==> config.mk <==
export PLATFORM = sky130hd
export DESIGN_NAME = pipe_skid_reg
export DESIGN_NICKNAME = d
export VERILOG_FILES = /design/src/rtl/mips_pipe_pkg.sv /design/src/rtl/pipe_skid_entry.sv /design/src/rtl/pipe_skid_reg.sv
export SDC_FILE = /design/constraint.sdc
export NUM_CORES = 1
export LEC_CHECK = 0
export ABC_CLOCK_PERIOD_IN_PS = 1790
export CAP_MARGIN = 5
export CORE_MARGIN = 2
export CORE_UTILIZATION = 46
export CTS_CLUSTER_SIZE = 8
export DETAILED_ROUTE_END_ITERATION = 8
export HOLD_SLACK_MARGIN = 0.05
export PLACE_DENSITY = 0.84
export SYNTH_ARGS = -nofsm -noshare
export SYNTH_HDL_FRONTEND = slang
export SYNTH_HIERARCHICAL = 1
export SYNTH_SLANG_ARGS = --single-unit
==> constraint.sdc <==
create_clock -name clk -period 1.79 [get_ports clk]
set_input_delay 0.179 -clock clk [delete_from_list [all_inputs] [get_ports clk]]
set_output_delay 0.179 -clock clk [all_outputs]
set_load 0.05 [all_outputs]
==> src/rtl/mips_pipe_pkg.sv <==
// Shared types and constants for the MIPS pipeline stage registers:
// skid-register state encoding, NOP bubble encoding and IF payload widths.
package mips_pipe_pkg;

  typedef enum logic [1:0] {
    EMPTY = 2'd0,
    FULL  = 2'd1,
    SKID  = 2'd2
  } pipe_state_e;

  localparam int IF_PC_W      = 32;
  localparam int IF_INSTR_W   = 32;
  localparam int IF_PAYLOAD_W = IF_PC_W + IF_INSTR_W;

  // sll $0,$0,0 is the canonical MIPS NOP, used as the flushed bubble
  localparam logic [IF_PAYLOAD_W-1:0] NOP_PAYLOAD = '0;

endpackage

==> src/rtl/pipe_skid_entry.sv <==
// Single payload register with synchronous clear (priority) and load enable;
// used as the overflow entry of pipe_skid_reg.
module pipe_skid_entry #(
  parameter int                DATA_W  = 64,
  parameter logic [DATA_W-1:0] CLR_VAL = '0
) (
  input  logic              clk,
  input  logic              rst,
  input  logic              load,
  input  logic              clear,
  input  logic [DATA_W-1:0] d,
  output logic [DATA_W-1:0] q
);

  logic [DATA_W-1:0] q_d;
  logic [DATA_W-1:0] q_q;

  always_comb begin
    q_d = q_q;
    if (clear)     q_d = CLR_VAL;
    else if (load) q_d = d;
  end

  always_ff @(posedge clk or posedge rst) begin
    if (rst) q_q <= CLR_VAL;
    else     q_q <= q_d;
  end

  assign q = q_q;

endmodule

==> src/rtl/pipe_skid_reg.sv <==
// Valid/ready pipeline stage register with one skid entry, flush and freeze.
// Define PIPE_STALL_CNT_EN to add the saturating freeze-cycle counter port stall_cnt.
module pipe_skid_reg
  import mips_pipe_pkg::*;
#(
  parameter int                DATA_W     = 64,
  parameter int                NUM_FREEZE = 2,
  parameter logic [DATA_W-1:0] FLUSH_VAL  = DATA_W'(NOP_PAYLOAD)
) (
  input  logic                  clk,
  input  logic                  rst,
  input  logic                  in_valid,
  output logic                  in_ready,
  input  logic [DATA_W-1:0]     in_data,
  output logic                  out_valid,
  input  logic                  out_ready,
  output logic [DATA_W-1:0]     out_data,
  input  logic                  flush,
  input  logic [NUM_FREEZE-1:0] freeze
`ifdef PIPE_STALL_CNT_EN
  ,
  output logic [15:0]           stall_cnt
`endif
);

  pipe_state_e       state_d, state_q;
  logic [DATA_W-1:0] main_d, main_q;
  logic [DATA_W-1:0] skid_q;
  logic              in_ready_d, in_ready_q;
  logic              skid_load, skid_clear;
  logic              freeze_any, in_fire, out_fire;

  // Handshakes are gated here so a frozen or flushing stage never transfers
  assign freeze_any = |freeze;
  assign in_ready   = in_ready_q & ~freeze_any & ~flush;
  assign out_valid  = (state_q != EMPTY) & ~freeze_any;
  assign in_fire    = in_valid & in_ready;
  assign out_fire   = out_valid & out_ready;
  assign out_data   = main_q;

  always_comb begin
    state_d    = state_q;
    main_d     = main_q;
    skid_load  = 1'b0;
    skid_clear = 1'b0;
    if (flush) begin
      state_d    = EMPTY;
      main_d     = FLUSH_VAL;
      skid_clear = 1'b1;
    end else if (!freeze_any) begin
      case (state_q)
        EMPTY: begin
          if (in_fire) begin
            state_d = FULL;
            main_d  = in_data;
          end
        end
        FULL: begin
          if (in_fire && out_fire) begin
            main_d = in_data;
          end else if (in_fire) begin
            state_d   = SKID;
            skid_load = 1'b1;
          end else if (out_fire) begin
            state_d = EMPTY;
          end
        end
        SKID: begin
          if (out_fire) begin
            state_d = FULL;
            main_d  = skid_q;
          end
        end
        default: state_d = EMPTY;
      endcase
    end
    // Registered ready: low only while both entries are occupied
    in_ready_d = (state_d != SKID);
  end

  always_ff @(posedge clk or posedge rst) begin
    if (rst) begin
      state_q    <= EMPTY;
      main_q     <= FLUSH_VAL;
      in_ready_q <= 1'b0;
    end else begin
      state_q    <= state_d;
      main_q     <= main_d;
      in_ready_q <= in_ready_d;
    end
  end

  pipe_skid_entry #(
    .DATA_W  (DATA_W),
    .CLR_VAL (FLUSH_VAL)
  ) u_skid (
    .clk   (clk),
    .rst   (rst),
    .load  (skid_load),
    .clear (skid_clear),
    .d     (in_data),
    .q     (skid_q)
  );

`ifdef PIPE_STALL_CNT_EN
  logic [15:0] stall_cnt_d, stall_cnt_q;

  // Counts frozen cycles only; flush deliberately leaves it alone
  always_comb begin
    stall_cnt_d = stall_cnt_q;
    if (freeze_any && (stall_cnt_q != 16'hFFFF)) stall_cnt_d = stall_cnt_q + 16'd1;
  end

  always_ff @(posedge clk or posedge rst) begin
    if (rst) stall_cnt_q <= 16'd0;
    else     stall_cnt_q <= stall_cnt_d;
  end

  assign stall_cnt = stall_cnt_q;
`endif

endmodule

==> impl_metrics.prom, run 1 <==
# TYPE chip_impl_metric gauge
chip_impl_info{name="status",value="finished with violations"} 1
chip_impl_info{name="violations",value="negative setup slack"} 1
chip_impl_metric{name="antenna_found_initial",unit=""} 0
chip_impl_metric{name="io-pin-count",unit=""} 137
chip_impl_metric{name="grt_max_degree",unit=""} 69
chip_impl_metric{name="clk-insertion-delay-late",unit="ps"} 410
chip_impl_info{name="cts_root_buffer",value="sky130_fd_sc_hd__clkbuf_16"} 1
chip_impl_info{name="endpoint_kind",value="output port"} 1
chip_impl_metric{name="postLayoutSetupSlackWorst",unit="ps"} -1.63
chip_impl_metric{name="viasPerCell",unit=""} 5.73
chip_impl_metric{name="highest_fanout_seen_on_the_critical_path",unit=""} 5
chip_impl_info{name="worst_hold_startpoint",value="flush"} 1
chip_impl_metric{name="final.hold.worst_slack",unit="ps"} 171
chip_impl_metric{name="power.leakage",unit="nW"} 3.75
chip_impl_metric{name="report.final.hold_viol_count",unit=""} 0
chip_impl_info{name="crit_slowest_cell",value="sky130_fd_sc_hd__clkdlybuf4s50_1"} 1
chip_impl_metric{name="flow.area_growth_from_synthesis",unit="%"} 39.0
chip_impl_metric{name="route.vias.total",unit=""} 5285
chip_impl_metric{name="yosys.cell_types.count",unit=""} 32
chip_impl_metric{name="placedInstanceArea",unit="mm²"} 0.00774
chip_impl_metric{name="critPathArrivalTime",unit="ps"} 1610
chip_impl_metric{name="synth.yosys.seq_area_share",unit="%"} 53.2
chip_impl_metric{name="place_congestion",unit=""} 0.853
chip_impl_metric{name="finalPower",unit="mW"} 7.85
chip_impl_metric{name="htree_num_levels",unit=""} 4
chip_impl_metric{name="cpPeakStageDelay",unit="ps"} 460
chip_impl_metric{name="drtIter0Drc",unit=""} 547
chip_impl_info{name="clock_tree_from_tritoncts",value="built"} 1
chip_impl_metric{name="drive_above_1_share",unit="%"} 11.1
chip_impl_info{name="worstHoldEndpoint",value="u_skid/q[1]"} 1
chip_impl_metric{name="post_synth_instance_area",unit="mm²"} 0.00616
chip_impl_metric{name="via_count_of_the_first_global_routing_pass",unit=""} 5352
chip_impl_metric{name="initial_cell_density_of_the_core",unit="%"} 46.9
chip_impl_metric{name="cts_buffer_depth",unit=""} 2
chip_impl_metric{name="reg2regPathDepth",unit=""} 7
chip_impl_metric{name="height_of_the_chip",unit="µm"} 120
chip_impl_metric{name="yosysWarningCount",unit=""} 6
chip_impl_metric{name="first_pass_grt_wire_length",unit="µm"} 27100
chip_impl_metric{name="core_area",unit="mm²"} 0.0131
chip_impl_metric{name="numPortBuffers",unit=""} 136
chip_impl_metric{name="postCtsHoldBufs",unit=""} 0
chip_impl_metric{name="synth_area_per_cell",unit="µm²"} 10.2
chip_impl_info{name="critical_path.top_delay_family",value="buffers and inverters"} 1
chip_impl_info{name="tightest_hold_check_type",value="in2reg"} 1
chip_impl_info{name="crit_path_start_kind",value="primary input"} 1
chip_impl_metric{name="gr-total-overflow",unit=""} 0
chip_impl_info{name="worstSetupPathType",value="in2out"} 1
chip_impl_metric{name="max-cap-violations",unit=""} 0
chip_impl_metric{name="finalWirelength",unit="µm"} 16900
chip_impl_metric{name="fin_crit_sh",unit="%"} 100
chip_impl_metric{name="timing_worst_slew_pin_value",unit="ps"} 529
chip_impl_metric{name="worstPathRequired",unit="ps"} 1610
chip_impl_metric{name="highest_attainable_clock_frequency",unit="MHz"} 558
chip_impl_metric{name="cts.clk_slew.worst_paths",unit="ps"} 60
chip_impl_metric{name="clkSinkCount",unit=""} 131
chip_impl_metric{name="routedWlPerCell",unit="µm"} 18.3
chip_impl_metric{name="timing.slew.headroom",unit="%"} 64.7
chip_impl_metric{name="pwr_density",unit="mW/mm²"} 917
chip_impl_metric{name="hold-path-cell-count",unit=""} 2
chip_impl_metric{name="largest_vdd_supply_drop",unit="µV"} 578
chip_impl_metric{name="syn-instance-count",unit=""} 603
chip_impl_metric{name="antenna_diode_count",unit=""} 0
chip_impl_metric{name="place_hpwl",unit="µm"} 10300
chip_impl_metric{name="syn_nets",unit=""} 674
chip_impl_metric{name="final_ant_viol_nets",unit=""} 0
chip_impl_metric{name="die_width",unit="µm"} 120
chip_impl_metric{name="tritoncts.num_buffers",unit=""} 17
chip_impl_metric{name="timing_max_transition_violations_final",unit=""} 0
chip_impl_info{name="timing.rr.start",value="state_q[0]"} 1
chip_impl_metric{name="gr-usage-all-layers",unit="%"} 23.7
chip_impl_metric{name="ys_seq_elements",unit=""} 131
chip_impl_metric{name="timing.critical_path.buf_inv",unit=""} 3
chip_impl_metric{name="final.min_clock_period",unit="ps"} 1790
chip_impl_metric{name="drt-pass1-iter-count",unit=""} 5
chip_impl_metric{name="setup_violation_total_in_the_final_timing_report",unit=""} 1
chip_impl_metric{name="regToRegSetupSlack",unit="ps"} 40
chip_impl_info{name="regToRegEndpoint",value="u_skid/q[38]"} 1
chip_impl_metric{name="fillers",unit=""} 1003
chip_impl_metric{name="finalSetupTns",unit="ps"} -1.63
chip_impl_metric{name="final_area",unit="mm²"} 0.00857
chip_impl_metric{name="remaining_drc_errors",unit=""} 0
chip_impl_info{name="rsz_0062_raised_after_global_routing",value="yes"} 1
chip_impl_metric{name="total_nets_final",unit=""} 804
chip_impl_info{name="crit_path_cell_trace",value="clkdlybuf4s50_1 > or2_1 > buf_4 > nor3b_2 > buf_12"} 1
chip_impl_metric{name="finalClockSkew",unit="ps"} 16.1
chip_impl_metric{name="std_cell_rows",unit=""} 42
chip_impl_metric{name="area_of_the_die",unit="mm²"} 0.0143
[area by class of cell]
cell class	count	area [µm²]	share of cell area [%]
Sequential cell	131	3280	38.3
Inverter	68	259	3.02
Multi-Input combinational cell	348	2330	27.2
Clock inverter	13	159	1.85
Tap cell	176	220	2.57
Clock buffer	19	443	5.17
Timing Repair Buffer	167	1880	21.9
[how the worst max path moves through the flow]
stage,start,slack (ps),end,cells past startpoint
after global routing,state_q[0],-50,u_skid/q[22],7
after floorplan,rst,8,u_skid/q[0],1
after global placement,out_ready,-380,u_skid/q[63],7
after detailed placement,out_ready,-430,u_skid/q[58],7
after CTS,out_data[1],3,out_data[1],1
final,freeze[1],-2,in_ready,5
[routing by layer]
| layer | GRT usage (%) | wire length (µm) |
|---|---|---|
| met5 | 0 | 0 |
| met4 | 8.75 | 242 |
| met3 | 5.47 | 1090 |
| met2 | 37.7 | 8450 |
| met1 | 31.8 | 7120 |
[worst reg2reg max path, delay by kind of cell, from the launching register on]
family | cells | cell delay (ps)
and+or+nand+nor | 4 | 640
muxes | 1 | 200
buffers and inverters | 2 | 380
DFF | 1 | 390
[synthesized netlist by cell type, drive strengths merged]
cell | instances | area [µm²]
mux2i | 64 | 641
a211oi | 1 | 7.51
or2 | 1 | 6.26
or3 | 1 | 7.51
nand2b | 4 | 27.5
nand4 | 1 | 21.3
buf | 36 | 264
nor4 | 1 | 6.26
inv | 68 | 255
o21ai | 131 | 656
a21oi | 7 | 50.1
nand2 | 3 | 11.3
dfrtp | 131 | 3280
a32oi | 64 | 561
xor2 | 1 | 8.76
nor3b | 1 | 7.51
nor2 | 66 | 248
nor3 | 1 | 5.00
clkbuf | 20 | 95.1
o21bai | 1 | 7.51
[registers in the layout, summed over array words and instances (netlist names)]
signal and count:
in_ready_q 1, out_data 64, state_q 2, u_skid/q 64
[power by group]
part / leakage, nW / switching (mW) / internal [mW]
Clock: 0.289 / 1.29 / 2.22
Combinational: 1.65 / 0.776 / 0.444
Sequential: 1.80 / 0.0571 / 3.06
[cells by family after synthesis]
logic type,synth area share (%)
AO/OA/AOI/OAI,20.8
AND/OR/NAND/NOR,5.52
buffers and inverters,9.97
flip-flops,53.2
multiplexers,10.4
XOR/XNOR,0.142
[placed cells by master, fill, tap and decap left out, drive strengths merged]
| cell | synthesis | layout |
|---|---|---|
| dfrtp | 131 | 131 |
| dlymetal6s2s | 0 | 22 |
| nor2 | 66 | 66 |
| o21ai | 131 | 131 |
| nor3 | 1 | 1 |
| o21bai | 1 | 1 |
| inv | 68 | 68 |
| nand2b | 4 | 4 |
| clkinv | 0 | 6 |
| nor4 | 1 | 1 |
| clkinvlp | 0 | 4 |
| clkbuf | 20 | 22 |
| or3 | 1 | 1 |
| nor3b | 1 | 1 |
| a21oi | 7 | 7 |
| clkdlybuf4s50 | 0 | 110 |
| nand2 | 3 | 3 |
| or2 | 1 | 1 |
| mux2i | 64 | 64 |
| nand4 | 1 | 1 |
| bufinv | 0 | 3 |
| xor2 | 1 | 1 |
| buf | 36 | 32 |
| a211oi | 1 | 1 |
| a32oi | 64 | 64 |
[timing repair]
item                                    CTS  global route
resized for setup                         5            31
pin swaps                                 1             2
cloned                                    1             3
endpoints found under the setup margin  122            88
setup buffers                             2             0
[metrics by stage]
stage,utilization [%],setup slack [ps],cells
floorplan,-,7.67,603
global placement,58.9,-376,884
detailed placement,58.9,-432,884
CTS,63.9,3.11,919
global route,65.2,-46.8,922
finish,65.2,-1.63,922
Power figures use the tool's default switching activity.
==> run 2, diff against run 1 <==
CTS_CLUSTER_SIZE = not set   (was 8)
==> results of run 2 <==
No change in the layout: final DEF, timing and power equal those of run 1.
